### src/rtl/sram_read_responder.sv
// sram_read_responder: tagged in-order SRAM read responder with pad/error decode and credit flow control
// Ports: clk, rst_n (async active-low); req_valid/req_ready/req_addr/req_tag request handshake;
//   rsp_valid/rsp_ready/rsp_data/rsp_tag/rsp_err in-order response handshake;
//   sram_en/sram_addr/sram_rdata single-port SRAM read port (data RD_LAT cycles after sram_en);
//   flush stops acceptance and drains outstanding work; idle when nothing is outstanding.
// Optional ACCEL_RSP_PERF_EN adds perf_req_cnt/perf_pad_cnt/perf_err_cnt/perf_stall_cnt,
//   saturating counters cleared on a flush rising edge.
module sram_read_responder #(
  parameter int unsigned DATA_W    = 64,
  parameter int unsigned MEM_DEPTH = 4096,
  parameter logic [31:0] BASE_ADDR = 32'h0000_0000,
  parameter int unsigned RD_LAT    = 2,
  parameter int unsigned MAX_OUTST = 4
) (
  input  logic                         clk,
  input  logic                         rst_n,
  input  logic                         req_valid,
  output logic                         req_ready,
  input  logic [31:0]                  req_addr,
  input  logic [7:0]                   req_tag,
  output logic                         rsp_valid,
  input  logic                         rsp_ready,
  output logic [DATA_W-1:0]            rsp_data,
  output logic [7:0]                   rsp_tag,
  output logic                         rsp_err,
  output logic                         sram_en,
  output logic [$clog2(MEM_DEPTH)-1:0] sram_addr,
  input  logic [DATA_W-1:0]            sram_rdata,
  input  logic                         flush,
  output logic                         idle
`ifdef ACCEL_RSP_PERF_EN
  ,
  output logic [31:0]                  perf_req_cnt,
  output logic [31:0]                  perf_pad_cnt,
  output logic [31:0]                  perf_err_cnt,
  output logic [31:0]                  perf_stall_cnt
`endif
);
  localparam int unsigned AW = $clog2(MEM_DEPTH);
  localparam int unsigned BW = $clog2(DATA_W / 8);
  localparam int unsigned CW = $clog2(MAX_OUTST + 1);
  localparam int unsigned PW = (MAX_OUTST > 1) ? $clog2(MAX_OUTST) : 1;
  localparam logic [32:0] MEM_BYTES = 33'(64'(MEM_DEPTH) * 64'(DATA_W / 8));
  localparam logic [31:0] NULL_ADDR = 32'h9999_9999;
  typedef enum logic {RUN, DRAIN} state_t;
  state_t state_q, state_d;
  logic [CW-1:0] cnt_q, cnt_d, fcnt_q;
  logic [PW-1:0] wptr_q, rptr_q;
  logic [RD_LAT-1:0] pv_q, pz_q, pe_q;
  logic [7:0] pt_q [RD_LAT];
  logic [DATA_W-1:0] fd_q [MAX_OUTST];
  logic [7:0] ft_q [MAX_OUTST];
  logic [MAX_OUTST-1:0] fe_q;
  logic [31:0] off;
  logic pad, err, accept, rsp_hs, push;
  // Responses come straight from FIFO storage so they hold steady under backpressure;
  // req_ready is gated by rst_n so nothing is accepted while reset is asserted.
  always_comb begin
    off = req_addr - BASE_ADDR;
    pad = req_addr == NULL_ADDR;
    err = !pad && (req_addr < BASE_ADDR || {1'b0, off} >= MEM_BYTES || |(off & 32'(DATA_W / 8 - 1)));
    req_ready = rst_n && state_q == RUN && !flush && cnt_q < CW'(MAX_OUTST);
    accept = req_valid && req_ready;
    sram_en = accept && !pad && !err;
    sram_addr = sram_en ? AW'(off >> BW) : '0;
    rsp_valid = fcnt_q != '0;
    rsp_hs = rsp_valid && rsp_ready;
    rsp_data = rsp_valid ? fd_q[rptr_q] : '0;
    rsp_tag = rsp_valid ? ft_q[rptr_q] : '0;
    rsp_err = rsp_valid && fe_q[rptr_q];
    push = pv_q[RD_LAT-1];
    cnt_d = cnt_q + CW'(accept) - CW'(rsp_hs);
    idle = cnt_q == '0;
    state_d = state_q == RUN ? (flush ? DRAIN : RUN) : ((!flush && cnt_q == '0) ? RUN : DRAIN);
  end
  // Credits cover pipe plus FIFO, so a push never finds the FIFO full.
  always_ff @(posedge clk or negedge rst_n) begin
    if (!rst_n) begin
      state_q <= RUN;
      cnt_q <= '0;
      fcnt_q <= '0;
      wptr_q <= '0;
      rptr_q <= '0;
      pv_q <= '0;
      pz_q <= '0;
      pe_q <= '0;
      fe_q <= '0;
      for (int i = 0; i < RD_LAT; i++) pt_q[i] <= '0;
      for (int i = 0; i < MAX_OUTST; i++) begin
        fd_q[i] <= '0;
        ft_q[i] <= '0;
      end
    end else begin
      state_q <= state_d;
      cnt_q <= cnt_d;
      fcnt_q <= fcnt_q + CW'(push) - CW'(rsp_hs);
      pv_q[0] <= accept;
      pz_q[0] <= pad || err;
      pe_q[0] <= err;
      pt_q[0] <= req_tag;
      for (int i = 1; i < RD_LAT; i++) begin
        pv_q[i] <= pv_q[i-1];
        pz_q[i] <= pz_q[i-1];
        pe_q[i] <= pe_q[i-1];
        pt_q[i] <= pt_q[i-1];
      end
      if (push) begin
        fd_q[wptr_q] <= pz_q[RD_LAT-1] ? '0 : sram_rdata;
        ft_q[wptr_q] <= pt_q[RD_LAT-1];
        fe_q[wptr_q] <= pe_q[RD_LAT-1];
        wptr_q <= (wptr_q == PW'(MAX_OUTST - 1)) ? '0 : wptr_q + 1'b1;
      end
      if (rsp_hs) rptr_q <= (rptr_q == PW'(MAX_OUTST - 1)) ? '0 : rptr_q + 1'b1;
    end
  end
`ifdef ACCEL_RSP_PERF_EN
  logic flush_q, clr;
  assign clr = flush && !flush_q;
  function automatic logic [31:0] sat_inc(input logic [31:0] v, input logic inc);
    return (inc && v != '1) ? v + 32'd1 : v;
  endfunction
  always_ff @(posedge clk or negedge rst_n) begin
    if (!rst_n) begin
      flush_q <= 1'b0;
      perf_req_cnt <= '0;
      perf_pad_cnt <= '0;
      perf_err_cnt <= '0;
      perf_stall_cnt <= '0;
    end else begin
      flush_q <= flush;
      perf_req_cnt <= clr ? '0 : sat_inc(perf_req_cnt, accept);
      perf_pad_cnt <= clr ? '0 : sat_inc(perf_pad_cnt, accept && pad);
      perf_err_cnt <= clr ? '0 : sat_inc(perf_err_cnt, accept && err);
      perf_stall_cnt <= clr ? '0 : sat_inc(perf_stall_cnt, rsp_valid && !rsp_ready);
    end
  end
`endif
endmodule

### config.mk
export PLATFORM = sky130hd
export DESIGN_NAME = sram_read_responder
export DESIGN_NICKNAME = d
export VERILOG_FILES = /design/src/rtl/sram_read_responder.sv
export SDC_FILE = /design/constraint.sdc
export NUM_CORES = 1
export LEC_CHECK = 0
export ABC_AREA = 1
export CORE_MARGIN = 2
export CORE_UTILIZATION = 56
export DETAILED_ROUTE_END_ITERATION = 16
export PLACE_DENSITY = 0.86
export SLEW_MARGIN = 25
export SYNTH_ARGS = -nofsm -noshare
export SYNTH_HDL_FRONTEND = slang
export SYNTH_SLANG_ARGS = --single-unit
### constraint.sdc
create_clock -name clk -period 2.6 [get_ports clk]
set_clock_uncertainty 0.05 [all_clocks]
set_input_delay 0.39 -clock clk [delete_from_list [all_inputs] [get_ports clk]]
set_output_delay 0.39 -clock clk [all_outputs]
set_load 0.03 [all_outputs]
## Word-level counts from Yosys, hierarchy flattened

Index checks and enable logic that the tools add are counted.

| word-level totals | value |
|---|---|
| flip-flop bits (word level) | 325 |
| bits in latches | 0 |
| bits in writable memories | 0 |
| bits in read-only memories | 0 |
| output and inout port bits | 89 |
| memories | 0 |

| operators by class | value |
|---|---|
| add/subtract/negate cells | 6 |
| $mul | 0 |
| div/mod/pow operators | 0 |
| magnitude comparators | 9 |
| equality and inequality tests | 3 |
| shift-type cells | 0 |
| muxes and demuxes | 26 |
| bitwise operators | 3 |
| reductions and logical operators | 21 |

Operators with widths:

| cell | count |
|---|---|
| 64-bit 2-to-1 mux | 5 |
| 256-bit bitwise mux | 1 |
| 64-bit binary-select mux with 2-bit select | 1 |
| 64-bit demux with 2-bit select | 1 |
| 32-bit bitwise mux | 1 |
| 32-bit equality test (second input constant) | 1 |
| 32-bit by 16-bit >= comparator with 1-bit output (second input constant) | 1 |
| 32-bit by 1-bit < comparator with 1-bit output (second input constant) | 1 |
| 8-bit 2-to-1 mux | 4 |
| 8-bit binary-select mux with 2-bit select | 1 |
| 8-bit demux with 2-bit select | 1 |
| 1-bit logical AND | 12 |
| 12-bit 2-to-1 mux | 1 |
| 3-bit by 1-bit adder with 3-bit output | 2 |
| 3-bit >= comparator (second input constant) | 2 |
| 2-bit by 3-bit < comparator with 1-bit output (second input constant) | 2 |
| 2-bit NOT with 3-bit output | 2 |
| 3-bit by 1-bit subtractor with 3-bit output | 2 |
| 1-bit 2-to-1 mux | 5 |
| 2-bit by 1-bit adder with 2-bit output (second input constant) | 2 |
| 4-bit bitwise mux | 1 |
| 2-bit equality test (second input constant) | 2 |
| 2-bit 2-to-1 mux | 2 |
| 1-bit zero test | 3 |
| 10 further kinds | 12 |

## Longest topological paths before layout

Gate-level depths: netlist of run 1.

| logic depth | value |
|---|---|
| word-level depth | 8 |
| gate-level depth with buffers | 10 |
| mapped depth without buffers | 10 |

## Worst setup path after synthesis of run 1

No wires, ideal clock.

| timing path | value |
|---|---|
| kind | register -> register |
| start point | reg fcnt_q[1] |
| end point | reg cnt_q[2] |
| library setup time | 129 ps |
| data arrival time | 1808 ps |
| data required time | 2421 ps |
| slack | 614 ps |
| cell stages (with the launch flop) | 8 |
| path buffers | 0 |
| clock period less this slack | 1986 ps |
| path through | dfrtp_1 -> nor3_1 -> nor2_1 -> ha_1 -> inv_1 -> ha_1 -> fa_1 -> xor2_1 |

| between the ends | value |
|---|---|
| cells in the longest elaborated chain, start to end | 3 |

Ends and longest elaborated chain:

| what | RTL line | source |
|---|---|---|
| start, declared | 47 | `logic [CW-1:0] cnt_q, cnt_d, fcnt_q;` |
| start signal, assigned | 96 | `fcnt_q <= fcnt_q + CW'(push) - CW'(rsp_hs);` |
| 3-bit nonzero test | 66 | `rsp_valid = fcnt_q != '0;` |
| 1-bit logical AND | 67 | `rsp_hs = rsp_valid && rsp_ready;` |
| named net rsp_hs | 55 | `logic pad, err, accept, rsp_hs, push;` |
| 3-bit by 1-bit subtractor with 3-bit output | 72 | `cnt_d = cnt_q + CW'(accept) - CW'(rsp_hs);` |
| named net cnt_d[2] | 47 |  |
| end signal, assigned | 95 | `cnt_q <= cnt_d;` |
| end, declared | 47 |  |

The timed path passes the listed nets, and every way through them passes these cells.
A chain may end at the register's enable or synchronous reset.

## Worst setup path in the final report of run 1

| timing path | value |
|---|---|
| start point | reg rptr_q[0] |
| end point | out rsp_data[30] |

| between the ends | value |
|---|---|
| cells in the longest elaborated chain, start to end | 5 |

Ends and longest elaborated chain:

| what | RTL line | source |
|---|---|---|
| start, declared | 48 | `logic [PW-1:0] wptr_q, rptr_q;` |
| start signal, assigned | 113 | `if (rsp_hs) rptr_q <= (rptr_q == PW'(MAX_OUTST - 1)) ? '0 : rptr_q + 1'b1;` |
| 2-bit NOT with 3-bit output (not written as such) | 68 | `rsp_data = rsp_valid ? fd_q[rptr_q] : '0;` |
| 64-bit binary-select mux with 2-bit select | 68 |  |
| 64-bit 2-to-1 mux (not written as such) (2 in series) | 68 |  |
| 64-bit 2-to-1 mux | 68 |  |
| end, declared | 23 | `output logic [DATA_W-1:0] rsp_data,` |

Every way passes these cells. The select of a mux whose other input is x is not followed.

==> results_dict.tcl, run 1 <==
set metrics [dict create \
    dp_hpwl_um 22700 \
    critPathKind "register to output pin" \
    pwr-share-seq 0.330 \
    vias 13500 \
    synth_top_family_by_area "simple AND/OR/NAND/NOR gates" \
    power.internal_uw 12100 \
    synth_compound_area_frac 0.174 \
    ios 198 \
    p_sw_frac 0.403 \
    synth_area_leader_cell "dfrtp_1" \
    synth_common_cells "nand2_1, dfrtp_1, o21ai_0" \
    clock-sinks 325 \
    cts_made_buffers 35 \
    pwr_density_cell_nw_per_um2 1100 \
    cp_max_fo 86 \
    critPathCaptureType "output pin" \
    async_flop_share 1.00 \
    dp_cells 2383 \
    drive_gt1_frac 0.103 \
    status "complete, but fails checks" \
    yosys_warnings 0 \
    ant_nets 0 \
    crit_path_start_kind "register" \
    hold_path_class "primary input to async pin" \
    grt_setup_unrepaired "no" \
    synth_flop_cell "dfrtp_1" \
    routedWlPerCell_um 16.3 \
    synthMuxAreaShare 0 \
    clkLatencyLatePin_ns 0.51 \
    cts-root-buf "clkbuf_16" \
    numPortBuffers 197 \
    power_uw 20300 \
    avgSynthCellArea_um2 7.86 \
    tightest_slew_ns 1.07 \
    drt-initial-drc-count 1398 \
    drc_errors 0 \
    reg2reg_setup_slack_ns 0.50 \
    syn_to_final_growth_pct 20.8 \
    synth_xor_area_frac 0.00229 \
    power.switching_uw 8180 \
    synth-edff-count 0 \
    globalplace.congestion 0.805 \
    drt-total-wl_um 39900 \
    grt_overflow 0 \
    fin_crit_sh 0.988 \
    syn_inst 1943 \
    violations "negative hold slack" \
    grt_pass1_wl_um 65600 \
    syn_nets 2063 \
    reg2reg_depth 7 \
    grtUsageTotal 0.282 \
    cts_tree "done" \
    ys_ff_latch 325 \
    grt_max_degree 174 \
    synth_area_leaders "dfrtp_1, nand2_1, o21ai_0, a21oi_1, inv_1" \
    yosys.area_share.simple 0.180 \
    synth_top_area_frac 0.533 \
    initial_core_util 0.568 \
    cts.clk_slew.worst_paths_ns 0.06 \
    antenna_cells 0 \
    cts_buffer_depth 3 \
    combPwrFrac 0.430 \
    htree_levels 2 \
    die_w_um 169 \
    clkPwrFrac 0.240 \
    slew_headroom 0.288 \
    fmax_ghz 0.389 \
    power_leakage_uw 0.00888 \
    setup_tns_ns 0 \
    finalSetupViolCount 0 \
    finalHoldWorstSlack_ns -0.0675 \
    viasPerCell 5.51 \
    fp-row-count 60 \
    max_cap_violations 0 \
    final.min_clock_period_ns 2.57 \
    irDropWorstVdd_v 0.000899 \
    yosys.area_share.adder 0.0100 \
    synth_most_common_cell "nand2_1" \
    worstPathArrival_ns 2.13 \
    seq_area_frac_synth 0.533 \
    fin_cells 2447 \
    r2r-end "cnt_q[2]$_DFF_PN0_" \
    layout_setup_ws_ns 0.0320 \
    synth_area_um2 15300 \
    coreArea_um2 26900 \
    post-place-ws_ns 0.148 \
    synth.distinct_cells 26 \
    final_nets 2200 \
    regToRegStartpoint "fcnt_q[1]$_DFF_PN0_" \
    grt_pass1_vias 13600 \
    hold_violations 18 \
    finalMaxSlewViolations 0 \
    antenna_found_initial 0 \
    first_pass_iters 6 \
    die_h_um 169 \
    dieArea_um2 28600 \
    cp.required_ns 2.16 \
]
[how the worst max path moves through the flow]
| stage | startpoint | end | slack [ns] | depth (start not counted) |
|---|---|---|---|---|
| 6_report | rptr_q[0]$_DFFE_PN0P_ | rsp_data[30] | 0.03 | 5 |
| 3_5_place_dp | rsp_ready | fcnt_q[1]$_DFF_PN0_ | 0.15 | 9 |
| 5_1_grt | rptr_q[0]$_DFFE_PN0P_ | rsp_data[30] | 0.007 | 5 |
| 4_1_cts | rptr_q[0]$_DFFE_PN0P_ | rsp_data[0] | 0.001 | 5 |
| 2_1_floorplan | fcnt_q[1]$_DFF_PN0_ | cnt_q[2]$_DFF_PN0_ | 0.61 | 7 |
| 3_3_place_gp | rsp_ready | fcnt_q[1]$_DFF_PN0_ | 0.16 | 9 |
[cells in the final DEF (no fill, tap or decap), types with 2 or more instances in the layout]
master,n
xnor2_1,3
nand2_4,2
inv_1,234
dfrtp_1,322
buf_4,98
ha_1,9
nand2_2,2
buf_12,14
o21ai_1,27
nand3_1,4
o21ai_0,287
clkinv_2,8
clkbuf_16,38
nand2_1,565
buf_8,2
a21oi_1,174
clkbuf_1,13
a21oi_2,27
nor2_2,9
nand4_1,2
clkdlybuf4s50_1,108
clkbuf_8,7
nor2_1,135
fa_1,2
dfrtp_2,2
inv_2,2
[worst max-delay path, stage by stage, from the launching register on]
cell     delay, ns
dfrtp_4       0.53
buf_12        0.24
a21oi_1       0.20
o21ai_0       0.11
a21oi_1       0.29
buf_4         0.23
[area by class of cell]
cell class	instances	area (um2)
clock buffer	57	1070
clock inverter	6	55.1
fill	2096	8430
inverter	240	912
multi-input combinational	1253	5650
sequential	325	8140
tap	341	427
timing repair buffer	225	2190
[state kept, by name, indices dropped and copies added (netlist names)]
register / flops
pe_q: 2
state_q: 1
pz_q: 2
wptr_q: 2
ft_q: 32
fcnt_q: 3
rptr_q: 2
pv_q: 2
pt_q: 16
cnt_q: 3
fe_q: 4
fd_q: 256
[layer usage]
layer  track usage  vias to the layer above  routed length (um)
li1              -                     6338                   -
met1         0.371                     6377               16200
met2         0.469                      692               19300
met3        0.0582                       76                3640
met4        0.0951                        0                 749
met5             0                        -                   0
[logic make-up (layout without fill, tap and decap cells)]
logic type,Yosys count,after routing
AND/OR/NAND/NOR,722,722
AO/OA/AOI/OAI,516,516
flip-flops,325,325
adder cells (fa/ha/maj),11,11
buffers and inverters,365,528
XOR/XNOR,4,4
[power by group through the flow]
| stage | combinational, uW | clock (uW) | sequential (uW) |
|---|---|---|---|
| global placement | 8290 | 0 | 6710 |
| floorplan | 5820 | 0 | 6610 |
| CTS | 8580 | 4920 | 6700 |
| detailed placement | 8470 | 0 | 6770 |
| finish | 8730 | 4870 | 6710 |
| global route | 9450 | 5140 | 6830 |
[stage by stage]
| stage | hold slack (ns) | instance area (um2) | utilization |
|---|---|---|---|
| finish | -0.0675 | 18400 | 0.686 |
| global placement | 0.281 | 17200 | 0.642 |
| floorplan | 0.0444 | 15300 | - |
| global route | 0.0469 | 18400 | 0.686 |
| CTS | 0.0314 | 18400 | 0.684 |
| detailed placement | 0.285 | 17200 | 0.642 |
[repair_timing]
action                     CTS  global route
gates cloned                 0             1
setup endpoints to repair   17            17
resized for setup            4             8
setup buffers                0             0
hold buffers                 0             0
pin swaps                    0             1
(Power assumes the default switching activity.)
==> run 2, diff against run 1 <==
- ABC_AREA: 1 -> unset
- CORE_UTILIZATION: 56 -> 55
- MAX_ROUTING_LAYER: unset -> met4
- PLACE_DENSITY: 0.86 -> 0.85
==> run 2 against run 1 <==
  * The flow finishes with violations (negative setup slack)
  * Clock-buffer cell count down 10
  * Non-clock buffer count is 18 higher
  * Register-to-register slack got worse by 0.30 ns
  * Design area decreased by 3.6%
  * Worst hold slack gained 0.32 ns
  * First-iteration DRC count decreased by 43%
  * Die area fell by 4.7%
  * Flip-flop and latch count did not move
  * Largest cell class unchanged
  * Clock power rose by 4.9%
  * Worst setup slack got worse by 0.18 ns
  * Sequential power increased by 1%
==> results_dict.tcl, run 2 <==
set metrics [dict create \
    syn_nets 1371 \
    top_register "fd_q" \
    setup_tns_ns -1.14 \
    htree_levels 2 \
    synth_flop_cell "dfrtp_1" \
    hold_violations 0 \
    synth_most_common_cell "dfrtp_1" \
    hold_path_class "primary input to register" \
    finalSetupViolCount 25 \
    synth-edff-count 0 \
    drc_errors 0 \
    hold_start "rst_n" \
    reg2reg_setup_slack_ns 0.20 \
    finalMaxSlewViolations 0 \
    num-fill-cells 1760 \
    top_regs "fd_q (256), ft_q (32), pt_q (16)" \
    power_uw 18800 \
    fmax_ghz 0.364 \
    coreArea_um2 25300 \
    critPathCaptureType "output pin" \
    grt_pass1_vias 10900 \
    ios 198 \
    final.min_clock_period_ns 2.75 \
    synth_area_leaders "dfrtp_1, mux4_2, o21ai_0, nand2_1, and2_1" \
    slew_headroom 0.391 \
    antenna_found_initial 0 \
    grtUsageTotal 0.262 \
    die_h_um 165 \
    syn_to_final_growth_pct 24.5 \
    drt-initial-drc-count 794 \
    seq_area_frac_synth 0.570 \
    globalplace.congestion 0.752 \
    ys_ff_latch 325 \
    first_pass_iters 5 \
    dp_hpwl_um 20400 \
    worstPathArrival_ns 2.31 \
    synth_area_um2 14300 \
    irDropWorstVdd_v 0.000676 \
    hold_path_end "pv_q[0]$_DFF_PN0_" \
    critPathKind "register to output pin" \
    drt-total-wl_um 33800 \
    finalHoldWorstSlack_ns 0.254 \
    drive_gt1_frac 0.216 \
    grt_pass1_wl_um 54500 \
    cts.clk_slew.worst_paths_ns 0.06 \
    clkLatencyLatePin_ns 0.52 \
    dieArea_um2 27300 \
    r2r-end "cnt_q[2]$_DFF_PN0_" \
    post-place-ws_ns 0.0356 \
    synth_area_leader_cell "dfrtp_1" \
    regArea_um2 8140 \
    pwr_density_cell_nw_per_um2 1060 \
    syn_inst 1251 \
    clock-sinks 325 \
    grt_overflow 0 \
    cts_tree "done" \
    final_common_cell "dfrtp_1" \
    routedWlPerCell_um 18.9 \
    regToRegStartpoint "fcnt_q[1]$_DFF_PN0_" \
    grt_setup_unrepaired "yes" \
    cts-root-buf "clkbuf_16" \
    dp_cells 1716 \
    crit_path_start_kind "register" \
    viasPerCell 5.67 \
    initial_core_util 0.564 \
    grt_max_degree 170 \
    violations "negative setup slack" \
    layout_common_cells "dfrtp_1, nand2_1, o21ai_0" \
    synth_top_area_frac 0.570 \
    fin_crit_sh 1.06 \
    die_w_um 165 \
    power_leakage_uw 0.00804 \
    avgSynthCellArea_um2 11.4 \
    tightest_slew_ns 0.913 \
    cp_max_fo 11 \
    ant_nets 0 \
    max_cap_violations 0 \
    vias 10200 \
    numPortBuffers 197 \
    fp-row-count 58 \
    yosys_warnings 0 \
    synth.distinct_cells 31 \
    cp.required_ns 2.16 \
    fin_cells 1791 \
    final_nets 1558 \
    reg2reg_depth 9 \
    antenna_cells 0 \
    largest_reg_flops 256 \
    synth_common_cells "dfrtp_1, nand2_1, o21ai_0" \
    layout_setup_ws_ns -0.148 \
    multi_input_comb_area_um2 5730 \
    status "complete, but fails checks" \
    cts_made_buffers 34 \
    hold_path_depth 4 \
    async_flop_share 1.00 \
    cts_buffer_depth 3 \
]
## run 2: changes by cell type after synthesis, sizes merged, moves of 3 or more
cell,change
mux4,+73
o21ai,-56
buf,-34
nand2,-305
a21oi,-201
nand3,-3
nand2b,+64
mux2,+37
inv,-227
nor4,+5
and2,+85
nor2,-140
## run 2: repair_timing
item	4_1_cts	5_1_grt
buffers inserted	1	10
pin swaps	0	7
gates resized for setup	102	194
hold buffers	1	1
endpoints found under the setup margin	74	86
hold endpoints to repair	32	28
gates cloned	0	3
## run 2: kinds of logic after synthesis
| logic type | share of synthesized area |
|---|---|
| adder cells (fa/ha/maj) | 0.0107 |
| AND/OR/NAND/NOR | 0.146 |
| flip-flops | 0.570 |
| XOR/XNOR | 0.00245 |
| multiplexers | 0.144 |
| buffers and inverters | 0.0345 |
| AO/OA/AOI/OAI | 0.0920 |
## run 2: through the flow
stage          instance area, um2   util
2_1_floorplan               14300      -
3_3_place_gp                16600  0.655
3_5_place_dp                16600  0.655
4_1_cts                     17800  0.701
5_1_grt                     17800  0.702
6_report                    17800  0.702
## run 2: layout make-up
type,instances,area share
flip-flops and latches,325,0.458
multi-input cells,821,0.322
well taps,330,0.0232
clock inverters,12,0.0121
clock buffers,47,0.0546
repair buffers,243,0.127
inverters,13,0.00275
## run 2: critical path: stages (launching register included)
cell	delay (ns)
dfrtp_4	0.54
buf_4	0.17
clkbuf_16	0.17
buf_4	0.14
mux4_2	0.42
and2_4	0.19
buf_4	0.16
## run 2: routing by layer
layer | wire length [um] | track usage | share of wire
met5 | 0 | - | 0
met4 | 897 | 0.0850 | 0.027
met3 | 1710 | 0.0402 | 0.051
met2 | 17300 | 0.447 | 0.51
met1 | 13900 | 0.326 | 0.41
## run 2: where the power goes
part | leakage (uW) | switching, uW | internal [uW]
Clock | 0.000582 | 1990 | 3120
Sequential | 0.00326 | 635 | 6140
Combinational | 0.00420 | 3910 | 3000
Total | 0.00804 | 6530 | 12300
## run 2: how the worst max path moves through the flow
stage / depth (start not counted) / end / slack [ns] / start
2_1_floorplan: 8 / cnt_q[2]$_DFF_PN0_ / 0.17 / cnt_q[2]$_DFF_PN0_
3_3_place_gp: 7 / sram_addr[4] / 0.04 / req_addr[25]
3_5_place_dp: 9 / cnt_q[2]$_DFF_PN0_ / 0.04 / flush
4_1_cts: 4 / rsp_data[15] / -0.20 / rptr_q[0]$_DFFE_PN0P_
5_1_grt: 6 / rsp_data[63] / -0.18 / rptr_q[0]$_DFFE_PN0P_
6_report: 6 / rsp_data[63] / -0.15 / rptr_q[0]$_DFFE_PN0P_
==> run 3, diff against run 2 <==
- ABC_AREA: unset -> 0
==> results of run 3 <==
The final DEF is identical to that of run 2; final timing and power are the same.
